`config.mk`:
```
export PLATFORM = sky130hd
export DESIGN_NAME = dcache_resp
export DESIGN_NICKNAME = d
export VERILOG_FILES = /design/src/rtl/dcache_resp.sv
export SDC_FILE = /design/constraint.sdc
export NUM_CORES = 1
export LEC_CHECK = 0
export BUFFER_PORTS_ARGS = -buffer_cell sky130_fd_sc_hd__buf_2
export CAP_MARGIN = 20
export CELL_PAD_IN_SITES_DETAIL_PLACEMENT = 0
export CELL_PAD_IN_SITES_GLOBAL_PLACEMENT = 2
export CORE_MARGIN = 4
export CORE_UTILIZATION = 49
export CTS_CLUSTER_SIZE = 40
export DETAILED_ROUTE_END_ITERATION = 10
export GPL_ROUTABILITY_DRIVEN = 0
export GPL_TIMING_DRIVEN = 0
export HOLD_SLACK_MARGIN = 0.12
export PLACE_DENSITY = 0.86
export SYNTH_ARGS = -nofsm -noshare
export SYNTH_HDL_FRONTEND = slang
export SYNTH_SLANG_ARGS = --single-unit
```
`constraint.sdc`:
```
create_clock -name i_clk -period 6.8 [get_ports i_clk]
set_input_delay 0.68 -clock i_clk [delete_from_list [all_inputs] [get_ports i_clk]]
set_output_delay 0.68 -clock i_clk [all_outputs]
set_load 0.1 [all_outputs]
```
`src/rtl/dcache_resp.sv`:
```
// rtl/dcache_resp.sv - data-cache responder for the AGU->DCache request path
//
// Two-stage load/store pipeline over a small byte-addressed word array.
//   S0 -> S1 : request registered unconditionally every cycle.
//   S1       : kill/brkill qualification, alignment check, store commit,
//              combinational load read and extension.
//   S2       : registered load result; brkill may still squash it here.
//
// Ports:
//   i_clk, i_rst_n            clock, asynchronous active-low reset
//   i_req_*                   request from the AGU (valid, we, funct3, addr,
//                             store data, dest tag, branch mask)
//   i_kill                    late kill of the request in S1
//   i_brkill                  branch-kill vector, applies to S1 and S2
//   o_valid, o_rd, o_data     load writeback (S2)
//   o_misalign                S2 request was misaligned and dropped
module dcache_resp #(
  parameter int WIDTH_MEM = 6,
  parameter int WIDTH_BRM = 4,
  parameter int WIDTH_REG = 5
) (
  input  logic                    i_clk,
  input  logic                    i_rst_n,
  input  logic                    i_req_val,
  input  logic                    i_req_we,
  input  logic [2:0]              i_req_func,
  input  logic [WIDTH_MEM-1:0]    i_req_addr,
  input  logic [31:0]             i_req_data,
  input  logic [WIDTH_REG-1:0]    i_req_rd,
  input  logic [2**WIDTH_BRM-1:0] i_req_brmask,
  input  logic                    i_kill,
  input  logic [2**WIDTH_BRM-1:0] i_brkill,
  output logic                    o_valid,
  output logic [WIDTH_REG-1:0]    o_rd,
  output logic [31:0]             o_data,
  output logic                    o_misalign
);

  localparam int DEPTH = 2**(WIDTH_MEM-2);
  localparam int NBR   = 2**WIDTH_BRM;

  // S1 state
  logic                 s1_val_q,    s1_val_d;
  logic                 s1_we_q,     s1_we_d;
  logic [2:0]           s1_func_q,   s1_func_d;
  logic [WIDTH_MEM-1:0] s1_addr_q,   s1_addr_d;
  logic [31:0]          s1_data_q,   s1_data_d;
  logic [WIDTH_REG-1:0] s1_rd_q,     s1_rd_d;
  logic [NBR-1:0]       s1_brmask_q, s1_brmask_d;

  // S2 state
  logic                 s2_val_q,     s2_val_d;
  logic                 s2_load_q,    s2_load_d;
  logic                 s2_aligned_q, s2_aligned_d;
  logic [WIDTH_REG-1:0] s2_rd_q,      s2_rd_d;
  logic [31:0]          s2_data_q,    s2_data_d;
  logic [NBR-1:0]       s2_brmask_q,  s2_brmask_d;

  logic [31:0] mem_q [DEPTH];
  logic [31:0] mem_d [DEPTH];

  logic                 s1_live;
  logic                 s1_aligned;
  logic [WIDTH_MEM-3:0] word_idx;
  logic [31:0]          rd_word;
  logic [7:0]           rd_byte;
  logic [15:0]          rd_half;
  logic [31:0]          ld_data;
  logic [3:0]           wr_be;
  logic [31:0]          wr_data;

  always_comb begin
    s1_val_d    = i_req_val;
    s1_we_d     = i_req_we;
    s1_func_d   = i_req_func;
    s1_addr_d   = i_req_addr;
    s1_data_d   = i_req_data;
    s1_rd_d     = i_req_rd;
    s1_brmask_d = i_req_brmask;
  end

  always_comb begin
    s1_live = s1_val_q & ~i_kill & ((s1_brmask_q & i_brkill) == '0);

    // Reserved funct3 encodings fall into the misaligned bucket.
    case (s1_func_q)
      3'b000, 3'b100: s1_aligned = 1'b1;
      3'b001, 3'b101: s1_aligned = ~s1_addr_q[0];
      3'b010:         s1_aligned = (s1_addr_q[1:0] == 2'b00);
      default:        s1_aligned = 1'b0;
    endcase

    word_idx = s1_addr_q[WIDTH_MEM-1:2];
    rd_word  = mem_q[word_idx];
    rd_byte  = rd_word[{s1_addr_q[1:0], 3'b000} +: 8];
    rd_half  = rd_word[{s1_addr_q[1], 4'b0000} +: 16];

    case (s1_func_q)
      3'b000:  ld_data = {{24{rd_byte[7]}}, rd_byte};
      3'b001:  ld_data = {{16{rd_half[15]}}, rd_half};
      3'b100:  ld_data = {24'h0, rd_byte};
      3'b101:  ld_data = {16'h0, rd_half};
      default: ld_data = rd_word;
    endcase

    // Store data is replicated across lanes so the byte enables alone pick
    // which lanes change.
    case (s1_func_q[1:0])
      2'b00: begin
        wr_be   = 4'b0001 << s1_addr_q[1:0];
        wr_data = {4{s1_data_q[7:0]}};
      end
      2'b01: begin
        wr_be   = s1_addr_q[1] ? 4'b1100 : 4'b0011;
        wr_data = {2{s1_data_q[15:0]}};
      end
      default: begin
        wr_be   = 4'b1111;
        wr_data = s1_data_q;
      end
    endcase

    for (int w = 0; w < DEPTH; w++) mem_d[w] = mem_q[w];
    if (s1_live && s1_we_q && s1_aligned) begin
      for (int l = 0; l < 4; l++) begin
        if (wr_be[l]) mem_d[word_idx][8*l +: 8] = wr_data[8*l +: 8];
      end
    end

    s2_val_d     = s1_live;
    s2_load_d    = ~s1_we_q;
    s2_aligned_d = s1_aligned;
    s2_rd_d      = s1_rd_q;
    s2_data_d    = ld_data;
    s2_brmask_d  = s1_brmask_q;
  end

  always_ff @(posedge i_clk or negedge i_rst_n) begin
    if (!i_rst_n) begin
      s1_val_q     <= 1'b0;
      s1_we_q      <= 1'b0;
      s1_func_q    <= '0;
      s1_addr_q    <= '0;
      s1_data_q    <= '0;
      s1_rd_q      <= '0;
      s1_brmask_q  <= '0;
      s2_val_q     <= 1'b0;
      s2_load_q    <= 1'b0;
      s2_aligned_q <= 1'b0;
      s2_rd_q      <= '0;
      s2_data_q    <= '0;
      s2_brmask_q  <= '0;
      for (int w = 0; w < DEPTH; w++) mem_q[w] <= '0;
    end else begin
      s1_val_q     <= s1_val_d;
      s1_we_q      <= s1_we_d;
      s1_func_q    <= s1_func_d;
      s1_addr_q    <= s1_addr_d;
      s1_data_q    <= s1_data_d;
      s1_rd_q      <= s1_rd_d;
      s1_brmask_q  <= s1_brmask_d;
      s2_val_q     <= s2_val_d;
      s2_load_q    <= s2_load_d;
      s2_aligned_q <= s2_aligned_d;
      s2_rd_q      <= s2_rd_d;
      s2_data_q    <= s2_data_d;
      s2_brmask_q  <= s2_brmask_d;
      for (int w = 0; w < DEPTH; w++) mem_q[w] <= mem_d[w];
    end
  end

  // A branch kill in S2 squashes both the writeback and the misalign report.
  logic s2_alive;
  assign s2_alive   = s2_val_q & ((s2_brmask_q & i_brkill) == '0);
  assign o_valid    = s2_alive & s2_load_q & s2_aligned_q;
  assign o_misalign = s2_alive & ~s2_aligned_q;
  assign o_rd       = s2_rd_q;
  assign o_data     = s2_data_q;

endmodule

```
* After elaboration in Yosys (flattened, before gate mapping)
Cells that the tools add are included.
** Cells by class
- $lt $le $gt $ge :: 2
- Eq/ne operators :: 5
- Shifts and indexed selects :: 3
- Multiplexer cells :: 27
- Bitwise gates (word level) :: 13
- Reductions and logical operators :: 10
** Operators by type and width (count)
- $mux W512 :: 7
- $bwmux W512 :: 4
- $demux W32 S4 :: 4
- $bmux W32 S4 :: 1
- $pmux W32 S4 :: 1
- $mux W32 :: 3
- $pmux W32 S2 :: 1
- $and A16 B16 Y16 :: 2
- $logic_not A16 Y1 :: 2
- $shiftx A32 B6 Y16 :: 1
- $shiftx A32 B6 Y8 :: 1
- $mux W24 :: 1
- $mux W16 :: 1
- $mux W8 :: 1
- $pmux W4 S2 :: 1
- $and A1 B1 Y1 :: 6
- $eq A3 B3 Y1 const B :: 2
- $ge A5 B5 Y1 const B :: 1
- $lt A5 B1 Y1 const B :: 1
- $not A4 Y5 :: 1
- $logic_not A2 Y1 :: 2
- $mux W4 :: 1
- $not A1 Y1 :: 4
- $reduce_or A2 Y1 :: 2
- 7 further kinds :: 9
** Storage, ports and cells
- Flip-flop bits (word level) :: 632
- Output and inout bits :: 39

* Longest topological paths before layout
Gate-level depths: netlist of run 1.
- Depth in word-level cells :: 16
- Depth in mapped cells :: 10
- Gate-level depth less buffers :: 6

* Worst setup path before layout of run 1
OpenSTA, ideal clock, no wires.
- Path type :: input port to output port
- From :: input port i_brkill[4]
- To :: output port o_valid
- Arrival time :: 3.967 ns
- Data required time :: 6.120 ns
- Slack :: 2.153 ns
- Cell stages on the path :: 3
- Path buffers :: 0
- Path through :: a222oi_1 -> nand3_1 -> nor4_1
** On the way
- Longest elaborated chain between the ends :: 5
** Ends and longest elaborated chain
- start, declared :: RTL line 32 : input logic [2**WIDTH_BRM-1:0] i_brkill,
- $and A16 B16 Y16 :: RTL line 174 : assign s2_alive = s2_val_q & ((s2_brmask_q & i_brkill) == '0);
- $logic_not A16 Y1 :: RTL line 174
- $and A1 B1 Y1 :: RTL line 174
- $and A1 B1 Y1 (2 in series) :: RTL line 175 : assign o_valid = s2_alive & s2_load_q & s2_aligned_q;
- end, declared :: RTL line 33 : output logic o_valid,
No other way between the ends.

* Final worst setup path of run 1
- From :: register s1_addr_q[4]
- To :: register s2_data_q[4] (netlist: o_data[4])
** On the way
- Longest elaborated chain between the ends :: 6
** Ends and longest elaborated chain
- start, declared :: RTL line 46 : logic [WIDTH_MEM-1:0] s1_addr_q, s1_addr_d;
- start signal, assigned :: RTL line 158 : s1_addr_q <= s1_addr_d;
- $not A4 Y5 (implied by the code) * :: RTL line 94 : rd_word = mem_q[word_idx];
- $bmux W32 S4 * :: RTL line 94
- $mux W32 (implied by the code) * (2 in series) :: RTL line 94
- $shiftx A32 B6 Y16 or $shiftx A32 B6 Y8 (tied branches) :: RTL line 96, 95
- $pmux W32 S4 * :: RTL line 98 : case (s1_func_q)
- via ld_data[4] :: RTL line 68 : logic [31:0] ld_data;
- end signal, assigned :: RTL line 166 : s2_data_q <= s2_data_d;
- end, declared :: RTL line 56 : logic [31:0] s2_data_q, s2_data_d;
Mark *: on every way through the listed nets, which the timed path passes. The rest lies on a longest branch. The select of a mux whose other input is x is not followed.
A chain may end at the register's enable or synchronous reset.

==> reports/qor.tcl, run 1 <==
set qor(run_status) {complete, no violations}
set qor(grt_max_degree) 129
set qor(worst-slew-pin-transition_ps) 1130
set qor(dr.first_iter.drc_count) 1292
set qor(reg2regPathDepth) 6
set qor(critical_path.most_common_cell) {sky130_fd_sc_hd__buf_2}
set qor(critical_path_buf_inv_count) 3
set qor(cp_num_cells) 6
set qor(path_class) {flip-flop to flip-flop}
set qor(instances_no_fill) 2968
set qor(boundaryPins) 122
set qor(initial_utilization) 0.496
set qor(cts_bufs_inserted) 68
set qor(timing.final.ws_setup_ps) 3600
set qor(worst_ir_drop_vdd_uv) 183
set qor(rsz0062_at_grt) {no}
set qor(post_synth_instance_area_mm2) 0.0286
set qor(die_area_mm2) 0.0623
set qor(count_of_clock_tree_sinks) 632
set qor(critical_path.top_delay_family) {buffers and inverters}
set qor(register_area_mm2) 0.0158
set qor(grt_pass1_wl_mm) 116
set qor(switching_share) 0.233
set qor(summed_area_of_non_filler_cells_in_the_final_layout_mm2) 0.0326
set qor(regToRegStartpoint) {s1_addr_q[4]$_DFF_PN0_}
set qor(synth_edf_count) 0
set qor(num_vias) 17200
set qor(period_share) 0.471
set qor(async_flop_share) 1.00
set qor(place_hpwl_mm) 55.4
set qor(rrSetupSlack_ps) 3600
set qor(layout.cells.most_common_list) {sky130_fd_sc_hd__dfrtp_1, sky130_fd_sc_hd__mux2_2, sky130_fd_sc_hd__nand2_1}
set qor(crit_arrival_ps) 3630
set qor(leak_pwr_nw) 15.9
set qor(max_fo_critical_path) 10
set qor(cts_htree_levels) 3
set qor(leading_cell_type_in_the_layout_fill_and_taps_excluded) {sky130_fd_sc_hd__dfrtp_1}
set qor(area_growth_syn_to_layout_pct) 14.1
set qor(portBuffers) 121
set qor(via_count_of_the_first_global_routing_pass) 18200
set qor(reg_clk_slew_reported_paths_ps) 60
set qor(dp_worst_setup_slack_ps) 3510
set qor(drv_cap) 0
set qor(wl_per_cell_um) 25.7
set qor(number_of_different_library_cells_in_the_post_synthesis_netlist) 48
set qor(cp-end-kind) {flip-flop}
set qor(cts_root_buf) {sky130_fd_sc_hd__clkbuf_16}
set qor(layout.nets) 2242
set qor(remaining_drc_errors) 0
set qor(finalSetupViolCount) 0
set qor(finalClockSkew_ps) 19.8
set qor(comb_power_share) 0.070
set qor(crit_path_start_kind) {flip-flop}
set qor(sequential_share_of_the_synthesized_area) 0.553
set qor(setup_total_negative_slack_ps) 0
set qor(antenna_found_initial) 1
set qor(ant_nets) 0
set qor(grt-ovfl-total) 0
set qor(relSlewSlack) 0.239
set qor(timing.critical_path.slowest_cell_delay_ps) 740
set qor(crit-reg2reg-capture) {o_data[4]$_DFF_PN0_}
set qor(drt_pre_antenna_iters) 6
set qor(track_usage) 0.247
set qor(chipHeight_um) 250
set qor(min_delay_path_depth) 1
set qor(hold_path_class) {input pin to flip-flop}
set qor(cp_cell_sequence) {buf_2 > buf_2 > clkbuf_1 > mux4_2 > o22ai_1 > a211oi_1}
set qor(p_seq_frac) 0.464
set qor(syn_inst_count) 1962
set qor(timing.critical_path.to) {o_data[4]$_DFF_PN0_}
set qor(chipWidth_um) 250
set qor(fmaxAchievable_mhz) 312
set qor(power.share.clock) 0.466
set qor(holdBufCountCts) 1
set qor(p_total_mw) 8.24
set qor(timing_max_transition_violations_final) 0
set qor(wl_mm) 76.4
set qor(synth_nets) 2045
set qor(required_ps) 7230
set qor(synth_area_per_cell_um2) 14.6
set qor(nFillCells) 4700
set qor(placementRows) 88
set qor(post_drt_via_cell_ratio) 5.79
set qor(hold_viol_final) 0
set qor(setup.worst_path.start) {s1_addr_q[4]$_DFF_PN0_}
set qor(cts_setup_buffers) 0
set qor(post-route-min-period_ps) 3200
set qor(dpl-instance-area_mm2) 0.0303
set qor(synth-main-ff-cell) {sky130_fd_sc_hd__dfrtp_1}
set qor(critPathSlowestCell) {sky130_fd_sc_hd__clkbuf_1}
set qor(power.net_switching_mw) 1.92
set qor(internal-power_mw) 6.32
set qor(tritoncts) {yes}
set qor(worstSkewPairLatency_ps) 600
set qor(multi_input_comb_area_mm2) 0.0120
set qor(power-per-cell-area_mw_per_mm2) 253
set qor(coreArea_mm2) 0.0577
set qor(place.detailed.instances) 2853
set qor(yosys_warnings) 0
set qor(flops_latches_synth) 632
set qor(clk_path_buf_depth) 3
set qor(drive_gt1_frac) 0.405
set qor(post_cts_resize_count) 0
-- Yosys cell counts (11+ instances only) --
cell | number | share of area
sky130_fd_sc_hd__buf_4 | 11 | 0.0029
sky130_fd_sc_hd__dfrtp_1 | 632 | 0.55
sky130_fd_sc_hd__nor2_2 | 20 | 0.0044
sky130_fd_sc_hd__clkbuf_1 | 69 | 0.0091
sky130_fd_sc_hd__o21ai_0 | 128 | 0.022
sky130_fd_sc_hd__buf_2 | 26 | 0.0045
sky130_fd_sc_hd__nor2_8 | 30 | 0.021
sky130_fd_sc_hd__buf_6 | 16 | 0.0063
sky130_fd_sc_hd__nor2_1 | 32 | 0.0042
sky130_fd_sc_hd__o21ai_1 | 15 | 0.0026
sky130_fd_sc_hd__nand3_1 | 16 | 0.0028
sky130_fd_sc_hd__mux2_4 | 64 | 0.034
sky130_fd_sc_hd__nand2_1 | 187 | 0.025
sky130_fd_sc_hd__mux4_2 | 136 | 0.11
sky130_fd_sc_hd__mux2_2 | 342 | 0.13
sky130_fd_sc_hd__a21oi_1 | 30 | 0.0052
sky130_fd_sc_hd__a22oi_1 | 27 | 0.0071
sky130_fd_sc_hd__a211oi_1 | 13 | 0.0034
sky130_fd_sc_hd__mux2i_1 | 65 | 0.023
sky130_fd_sc_hd__nand4_1 | 22 | 0.0048
-- power groups by stage --
stage	Sequential [mW]	Combinational [mW]	Clock, mW
after floorplan	3.98	0.235	0
after global placement	3.89	0.558	0
after detailed placement	3.89	0.577	0
after CTS	3.83	0.580	3.92
after global routing	3.83	0.618	4.08
final	3.83	0.578	3.84
-- per-layer routing --
metal / share of wire / vias to the layer above / wire length [um] / global-route usage
met2: 0.45 / 537 / 34200 / 0.373
met1: 0.45 / 8986 / 34100 / 0.352
li1: - / 7538 / - / -
met3: 0.070 / 135 / 5350 / 0.0627
met5: 0.00024 / - / 18 / 0
met4: 0.035 / 2 / 2700 / 0.0894
-- through the flow --
step / util / hold slack (ps)
after global placement: 0.523 / 332
after floorplan: - / 331
after CTS: 0.566 / 147
after detailed placement: 0.525 / 337
final: 0.566 / 177
after global routing: 0.566 / 157
-- worst reg2reg max path, delay by kind of cell (launching register included) --
| kind | cells | cell delay [ps] |
|---|---|---|
| multiplexers | 1 | 590 |
| buffers and inverters | 3 | 1380 |
| flip-flops | 1 | 480 |
| AO/OA/AOI/OAI | 2 | 580 |
-- flip-flops by register name, summed over array words and instances (netlist names), 5 cells and up --
signal,count
o_data,32
s2_brmask_q,16
s1_rd_q,5
mem_q,512
o_rd,5
s1_data_q,32
s1_brmask_q,16
s1_addr_q,6
-- logic make-up (layout without fill, tap and decap cells) --
group,count (synthesis),in the layout,synth area share
mux,607,607,0.298
buf+inv,135,375,0.0268
compound gates,230,230,0.0472
simple gates,358,358,0.0750
flops,632,632,0.553
other cells,0,1,0
-- how the worst min path moves through the flow --
stage,endpoint,startpoint
after floorplan,o_rd[0]$_DFF_PN0_,s1_rd_q[0]$_DFF_PN0_
after global placement,o_rd[4]$_DFF_PN0_,s1_rd_q[4]$_DFF_PN0_
after detailed placement,o_rd[1]$_DFF_PN0_,s1_rd_q[1]$_DFF_PN0_
after CTS,s1_data_q[2]$_DFF_PN0_,i_req_data[2]
after global routing,s1_data_q[30]$_DFF_PN0_,i_req_data[30]
final,s1_data_q[29]$_DFF_PN0_,i_req_data[29]
-- cell type report --
type | count | area share
clock buffer | 98 | 0.0613
antenna | 1 | 0.0000767
buffer | 129 | 0.0228
multi-input combinational | 1195 | 0.368
clock inverter | 15 | 0.00955
tap | 765 | 0.0293
inverter | 6 | 0.000690
sequential | 632 | 0.485
timing repair buffer | 127 | 0.0234
(Power assumes the default switching activity.)
==> inputs of run 2 (changes only) <==
- ABC_AREA: not set -> 1
- CORE_UTILIZATION: 49 -> 37
- PLACE_DENSITY: 0.86 -> 0.8
- clock period: 6.8 -> 3.1 ns (I/O delays scaled with it)
==> run 2 against run 1 <==
Global-route usage increased by 6.0 points. Combinational power increased to 2.5 times the previous value. Wire length increased by 69%. Register-to-register slack got worse by 3600 ps. Largest cell class unchanged.
==> reports/qor.tcl, run 2 <==
set qor(run_status) {complete, no violations}
set qor(wl_met3_mm) 10.0 ;# +88%
set qor(tritoncts) {yes}
set qor(yosys_warnings) 0 ;# unchanged
set qor(crit_arrival_ps) 3630 ;# about the same
set qor(relSlewSlack) 0.145 ;# -0.0940
set qor(place_hpwl_mm) 94.4 ;# +70%
set qor(drive_gt1_frac) 0.114 ;# -0.291
set qor(finalClockSkew_ps) 32.5 ;# +12.7 ps
set qor(remaining_drc_errors) 0 ;# unchanged
set qor(rrSetupSlack_ps) 30 ;# -3560 ps
set qor(area_growth_syn_to_layout_pct) 18.9
set qor(wl_per_cell_um) 25.7 ;# -0.18%
set qor(synth_edf_count) 0 ;# unchanged
set qor(p_seq_frac) 0.440 ;# -0.024
set qor(post_drt_via_cell_ratio) 5.51 ;# -4.9%
set qor(timing.critical_path.to) {mem_q[470]$_DFFE_PN0P_}
set qor(synth_top_cell_by_area) {sky130_fd_sc_hd__dfrtp_1}
set qor(internal-power_mw) 14.1 ;# +120%
set qor(instances_no_fill) 5028 ;# +69%
set qor(nFillCells) 8077 ;# +72%
set qor(period_share) 0.989 ;# +0.518
set qor(synth-main-ff-cell) {sky130_fd_sc_hd__dfrtp_1}
set qor(wl_mm) 129 ;# +69%
set qor(grt-ovfl-total) 0 ;# unchanged
set qor(setup_total_negative_slack_ps) 0 ;# unchanged
set qor(dr.first_iter.drc_count) 3006 ;# +130%
set qor(crit_path_start_kind) {flip-flop}
set qor(sequential_share_of_the_synthesized_area) 0.542 ;# -0.0114
set qor(drv_cap) 0 ;# unchanged
set qor(portBuffers) 121 ;# unchanged
set qor(clk_path_buf_depth) 3 ;# unchanged
set qor(initial_utilization) 0.375 ;# -0.121
set qor(synth_area_per_cell_um2) 7.99 ;# -45%
set qor(async_flop_share) 1.00 ;# unchanged
set qor(wirelength_met1_mm) 58.7 ;# +72%
set qor(hold_path_class) {input pin to async pin}
set qor(max_fo_critical_path) 10 ;# unchanged
set qor(flops_latches_synth) 632 ;# unchanged
set qor(number_of_different_library_cells_in_the_post_synthesis_netlist) 30 ;# -38%
set qor(fmaxAchievable_mhz) 326 ;# +4.4%
set qor(chipWidth_um) 289 ;# +16%
set qor(timing.final.ws_setup_ps) 33.3 ;# -3560 ps
set qor(post-route-min-period_ps) 3070 ;# -135 ps
set qor(final_core_utilization) 0.446 ;# -0.120
set qor(finalSetupViolCount) 0 ;# unchanged
set qor(synthDominantCellAreaShare) 0.542 ;# -0.0114
set qor(timing_max_transition_violations_final) 0 ;# unchanged
set qor(cts_root_buf) {sky130_fd_sc_hd__clkbuf_16}
set qor(rsz0062_at_grt) {yes}
set qor(ant_nets) 0 ;# unchanged
set qor(num_antenna_cells) 0 ;# -1
set qor(power-per-cell-area_mw_per_mm2) 548 ;# +120%
set qor(path_class) {flip-flop to flip-flop}
set qor(summed_area_of_non_filler_cells_in_the_final_layout_mm2) 0.0347 ;# +6.4%
set qor(comb_power_share) 0.077 ;# +0.007
set qor(drt_pre_antenna_iters) 5 ;# -1
set qor(place.detailed.instances) 4823 ;# +69%
set qor(largest_register_ff_count) 512 ;# unchanged
set qor(die_area_mm2) 0.0835 ;# +34%
set qor(num_vias) 27700 ;# +61%
set qor(register_with_the_most_flip_flops) {mem_q}
set qor(power.net_switching_mw) 4.94 ;# +160%
set qor(reg2regPathDepth) 7 ;# +1
set qor(grt_max_degree) 120 ;# -7.0%
set qor(cp-end-kind) {flip-flop}
set qor(reg_clk_slew_reported_paths_ps) 60 ;# about the same
set qor(syn_inst_count) 3653 ;# +86%
set qor(cts_bufs_inserted) 75 ;# +10%
set qor(required_ps) 3670 ;# -3560 ps
set qor(leading_cell_type_in_the_layout_fill_and_taps_excluded) {sky130_fd_sc_hd__nand2_1}
set qor(switching_share) 0.260 ;# +0.0272
set qor(count_of_clock_tree_sinks) 632 ;# unchanged
set qor(met2_wirelength_mm) 55.4 ;# +62%
set qor(dp_worst_setup_slack_ps) -371 ;# -3890 ps
set qor(hold_viol_final) 0 ;# unchanged
set qor(worst-slew-pin-transition_ps) 1270 ;# +141 ps
set qor(cts_htree_levels) 3 ;# unchanged
set qor(crit-reg2reg-capture) {mem_q[470]$_DFFE_PN0P_}
set qor(post_synth_instance_area_mm2) 0.0292 ;# +2.1%
set qor(coreArea_mm2) 0.0778 ;# +35%
set qor(setup.worst_path.start) {s1_addr_q[3]$_DFF_PN0_}
set qor(dpl-instance-area_mm2) 0.0313 ;# +3.3%
set qor(grt_pass1_wl_mm) 187 ;# +61%
set qor(placementRows) 102 ;# +16%
set qor(regToRegStartpoint) {s1_addr_q[3]$_DFF_PN0_}
set qor(synth_most_common_cell) {sky130_fd_sc_hd__nand2_1}
set qor(layout.cells.most_common_list) {sky130_fd_sc_hd__nand2_1, sky130_fd_sc_hd__dfrtp_1, sky130_fd_sc_hd__nand3_1}
set qor(leak_pwr_nw) 17.8 ;# +12%
set qor(synth_common_cells) {sky130_fd_sc_hd__nand2_1, sky130_fd_sc_hd__dfrtp_1, sky130_fd_sc_hd__nand3_1, sky130_fd_sc_hd__nand4_1, sky130_fd_sc_hd__clkbuf_1}
set qor(via_count_of_the_first_global_routing_pass) 26700 ;# +47%
set qor(track_usage) 0.308 ;# +0.0602
set qor(chipHeight_um) 289 ;# +16%
set qor(worstSkewPairLatency_ps) 640 ;# +40 ps
set qor(topRoutingLayerUsed) {met5}
set qor(antenna_found_initial) 3 ;# +2
set qor(p_total_mw) 19.0 ;# +130%
set qor(boundaryPins) 122 ;# unchanged
set qor(hold_ws_ps) 287 ;# +111 ps
set qor(power.share.clock) 0.484 ;# +0.018
set qor(worst_ir_drop_vdd_uv) 622 ;# +240%
set qor(synth_top_cells_by_area) {sky130_fd_sc_hd__dfrtp_1, sky130_fd_sc_hd__nand2_1, sky130_fd_sc_hd__nand3_1}
set qor(synth_nets) 3736 ;# +83%
set qor(layout.nets) 4018 ;# +79%
## run 2: critical path: stages (launching register included)
cell and delay [ps]:
sky130_fd_sc_hd__dfrtp_1 490, sky130_fd_sc_hd__inv_2 150, sky130_fd_sc_hd__buf_2 340, sky130_fd_sc_hd__nand2_1 260, sky130_fd_sc_hd__nor2_2 760, sky130_fd_sc_hd__clkbuf_1 720, sky130_fd_sc_hd__nand3_1 180, sky130_fd_sc_hd__nand2_1 100
## run 2: how the worst min path moves through the flow
stage,start,end,slack (ps),depth (start not counted)
6_report,i_rst_n,mem_q[315]$_DFFE_PN0P_,290,2
5_1_grt,i_req_data[23],s1_data_q[23]$_DFF_PN0_,280,2
4_1_cts,i_req_data[5],s1_data_q[5]$_DFF_PN0_,270,2
3_5_place_dp,s1_rd_q[0]$_DFF_PN0_,o_rd[0]$_DFF_PN0_,330,0
3_3_place_gp,s1_rd_q[1]$_DFF_PN0_,o_rd[1]$_DFF_PN0_,330,0
2_1_floorplan,i_rst_n,mem_q[0]$_DFFE_PN0P_,10,0
## run 2: cells by family (layout without fill, tap and decap cells)
| kind of cell | after synthesis | in the layout | synth area share |
|---|---|---|---|
| compound gates | 193 | 193 | 0.0361 |
| buf+inv | 305 | 640 | 0.0452 |
| flops | 632 | 632 | 0.542 |
| simple gates | 2523 | 2523 | 0.377 |
## run 2: area by class of cell
class | count | area (um2) | area share
buffer | 262 | 1250 | 0.0361
clock buffer | 105 | 2140 | 0.0616
clock inverter | 25 | 365 | 0.0105
inverter | 43 | 163 | 0.00469
multi-input combinational | 2716 | 12100 | 0.350
sequential | 632 | 15800 | 0.456
tap | 1040 | 1300 | 0.0375
timing repair buffer | 205 | 1530 | 0.0442
## run 2: routing by layer
metal | up-vias | GRT usage
met2 | 1087 | 0.454
met1 | 13700 | 0.456
li1 | 12700 | -
met3 | 213 | 0.0540
met5 | - | 0
met4 | 2 | 0.107
## run 2: power groups by stage
stage          logic, mW  registers (mW)  clock network, mW
4_1_cts             1.43            8.36               9.32
6_report            1.45            8.36               9.19
5_1_grt             1.52            8.36               9.64
3_3_place_gp        1.30            8.51                  0
3_5_place_dp        1.33            8.51                  0
2_1_floorplan      0.487            8.55                  0
## run 2: what timing repair did
| action | CTS | global route |
|---|---|---|
| setup buffers | 8 | 0 |
| setup endpoints to repair | 165 | 106 |
| resized for setup | 31 | 88 |
| endpoints found under the hold margin | 139 | 0 |
| hold buffers | 67 | 0 |
| pin swaps | 3 | 0 |
